### src/rtl/priority_encoder.sv
// Registered 10-to-4 keypad priority encoder: the highest-numbered pressed key wins.
// data_valid separates "key 0 pressed" from "no key pressed", since both give bcd = 0.
module priority_encoder (
    input  logic       clk,
    input  logic       rst,
    input  logic [9:0] keypad,
    input  logic       enablen,
    output logic [3:0] bcd,
    output logic       data_valid
);

    logic [3:0] bcd_d;
    logic [3:0] bcd_q;
    logic       vld_d;
    logic       vld_q;

    // Scan upward so that later (higher) set bits override earlier ones.
    function automatic logic [3:0] highest_key(input logic [9:0] keys);
        logic [3:0] idx;
        idx = 4'd0;
        for (int k = 0; k < 10; k++) begin
            if (keys[k]) begin
                idx = 4'(k);
            end
        end
        return idx;
    endfunction

    always_comb begin
        bcd_d = 4'd0;
        vld_d = 1'b0;
        if (!enablen && (keypad != 10'd0)) begin
            bcd_d = highest_key(keypad);
            vld_d = 1'b1;
        end
    end

    always_ff @(posedge clk) begin
        if (rst) begin
            bcd_q <= 4'd0;
            vld_q <= 1'b0;
        end else begin
            bcd_q <= bcd_d;
            vld_q <= vld_d;
        end
    end

    assign bcd        = bcd_q;
    assign data_valid = vld_q;

endmodule

### config.mk
export PLATFORM = sky130hd
export DESIGN_NAME = priority_encoder
export DESIGN_NICKNAME = d
export VERILOG_FILES = /design/src/rtl/priority_encoder.sv
export SDC_FILE = /design/constraint.sdc
export NUM_CORES = 1
export LEC_CHECK = 0
export ABC_AREA = 1
export CAP_MARGIN = 30
export CORE_AREA = 8 8 45 47
export CTS_CLUSTER_SIZE = 8
export DETAILED_ROUTE_END_ITERATION = 16
export DIE_AREA = 0 0 53 55
export GPL_TIMING_DRIVEN = 1
export PLACE_DENSITY = 0.61
export SYNTH_ARGS = -nofsm -noshare
export SYNTH_HDL_FRONTEND = slang
export SYNTH_SLANG_ARGS = --single-unit
### constraint.sdc
create_clock -name clk -period 0.8 [get_ports clk]
set_clock_uncertainty 0.1 [all_clocks]
set_input_delay 0.16 -clock clk [delete_from_list [all_inputs] [get_ports clk]]
set_output_delay 0.16 -clock clk [all_outputs]
set_load 0.05 [all_outputs]
==> impl_results.md <==
* Outcome: finished with violations
* Failing checks: negative setup slack
* Clk slew on worst S/H paths at 0.04 ns
* IO buf count at 17
* IO Count at 18
* CP delay by family, top: flip-flops
* Via count at 315
* Hpwl dp at 655 um
* Fmax at 1040 MHz
* Synthesis-stage register bit count at 5
* Critical path, cell by cell: buf_12
* Synth Instances at 38
* Area growth from synthesis to layout at 113%
* GRT Total Usage at 5.31%
* Hold WC Path Type: input pin to flop
* Synth warnings at 0
* Core area at 0.00138 mm^2
* Layout cells sized above 1 at 66.7%
* Crit path capture type: output port
* WL final at 731 um
* Number of global-route vias before repair at 315
* Peak ir drop on the vdd network at 0.000319 V
* Max Buffers Root-to-Sink at 2
* Layout Cells excl Fill at 79
* Tmin final at 0.958 ns
* RSZ-0062 raised after global routing: yes
* Slowest cell on the critical path: dfxtp_2
* Crit path kind: flop to output port
* CTS tree: done
* Crit path arrival time at 0.70 ns
* Largest net degree at the start of global routing at 5
* Syn avg cell area at 6.91 um^2
* Pre-antenna DRT Iters at 1
* Net count, final at 77
* WP data required at 0.54 ns
* First-pass GRT wire length at 1070 um
* # placed instances at 72
* Rel. slew slack at 84.2%
* Distinct cells, synth at 12
* Leak at 0.291 nW
* Post-synth top area cell: dfxtp_1
* Yosys top cell area share at 38.1%
* Final Hold Viols at 0
* Clock net sink count at 5
* Post-layout util at 40.5%
* Via-to-Cell Ratio at 3.99
* # hold bufs at CTS at 0
* CP peak stage delay at 0.33 ns
* Sequential share of the synthesized area at 38.1%
* Max FO, Critical Path at 1
* Worst Max-Slew Pin Slew at 0.235 ns
* Synth area leaders: dfxtp_1 38%, inv_1 17%, nand2_1 10%
* Clock buffer count from CTS at 3
* Starting DRT DRC Count at 0
* WHS at 0.0983 ns
* Starting Density at 19.0%
* Setup-failing EPs final at 5
* Chip width at 53 um
* Grt total ovfl at 0
* Die height at 55 um
* Setup ws final at -0.158 ns
* Place WS at -0.550 ns
* ANT nets after route at 0
* Post-Syn Nets at 51
* Worst Path Buf+Inv at 1
* Final slew viol count at 0
* Startpoint types: flop
* Root Buffer: clkbuf_4
* Synthesized area at 263 um^2
* Residual DRC count at 0
* DIE AREA at 0.00292 mm^2
* FP Rows at 14
* H-tree Lvls at 1
* Antenna Diode Count at 0
* GPL Wtd Cong at 0.656
* Total power at 0.765 mW
* Final Cycle Share at 120%
* Cell Pwr Density at 1370 mW/mm^2
* Max-cap violation count at 0
* WL per Instance at 9.25 um
* Initial antenna violation count at 0
-- routing by layer --
metal	global-route usage (%)	routed length [um]	vias to the layer above
li1	-	-	162
met1	3.05	218	143
met2	10.4	423	10
met3	2.41	89	0
met4	6.47	0	0
met5	0	0	-
-- report_power, final --
part           total, mW  switching [mW]  internal, mW
Sequential         0.271         0.00804         0.263
Clock              0.280          0.0923         0.188
Combinational      0.214           0.106         0.107
-- cells by family (layout without fill, tap and decap cells) --
logic type,after synthesis,after routing,synth area share (%)
AND/OR/NAND/NOR,20,20,41.4
buffers and inverters,12,37,17.1
AO/OA/AOI/OAI,1,1,3.33
flip-flops,5,5,38.1
-- registers in the layout, summed over array words and instances (netlist names) --
| name | cells |
|---|---|
| bcd | 4 |
| data_valid | 1 |
-- stage by stage --
step                      TNS (ns)  area (um^2)
after floorplan            -0.0810          277
after CTS                   -0.864          544
after global placement       -2.74          524
final                       -0.784          561
after detailed placement     -2.67          524
after global routing        -0.881          561
-- cell usage after synthesis --
| cell type | n |
|---|---|
| a21oi_2 | 1 |
| dfxtp_1 | 5 |
| inv_1 | 12 |
| nand2_1 | 7 |
| nand2_4 | 1 |
| nand3_1 | 1 |
| nand4_1 | 1 |
| nand4_2 | 1 |
| nor2_1 | 4 |
| nor2_2 | 2 |
| nor3_1 | 2 |
| nor3_2 | 1 |
-- what timing repair did --
action / in CTS / in global routing
setup endpoints to repair: 10 / 10
setup buffers: 3 / 0
endpoints found under the hold margin: 0 / 0
pin swaps: 8 / 6
resized for setup: 36 / 13
-- cell type report --
type	instances	area (um^2)
tap	16	20.0
inverter	12	45.0
clock buffer	4	26.3
fill	151	823
timing repair buffer	21	221
sequential	5	106
multi-input combinational	21	141
-- path summary, 6_finish.rpt --
check | startpoint | to | slack, ns | cells past startpoint
max | data_valid | data_valid | -0.16 | 1
min | keypad[9] | bcd[0] | 0.1 | 3
-- placed cells by master (no fill, tap or decap) --
master	n
clkdlybuf4s15_1	1
nor2_4	1
a21oi_2	1
buf_12	5
buf_4	4
clkbuf_1	1
nor3_1	2
nand2_1	7
inv_1	6
nor2_2	3
nand2_4	1
clkbuf_4	3
inv_2	6
nor3_2	1
dlymetal6s2s_1	1
nand4_4	1
buf_6	3
clkbuf_2	1
nand4_1	1
dfxtp_2	5
buf_2	6
nor2_1	2
nand3_2	1
Note: power is estimated with default switching activity, not from simulation.
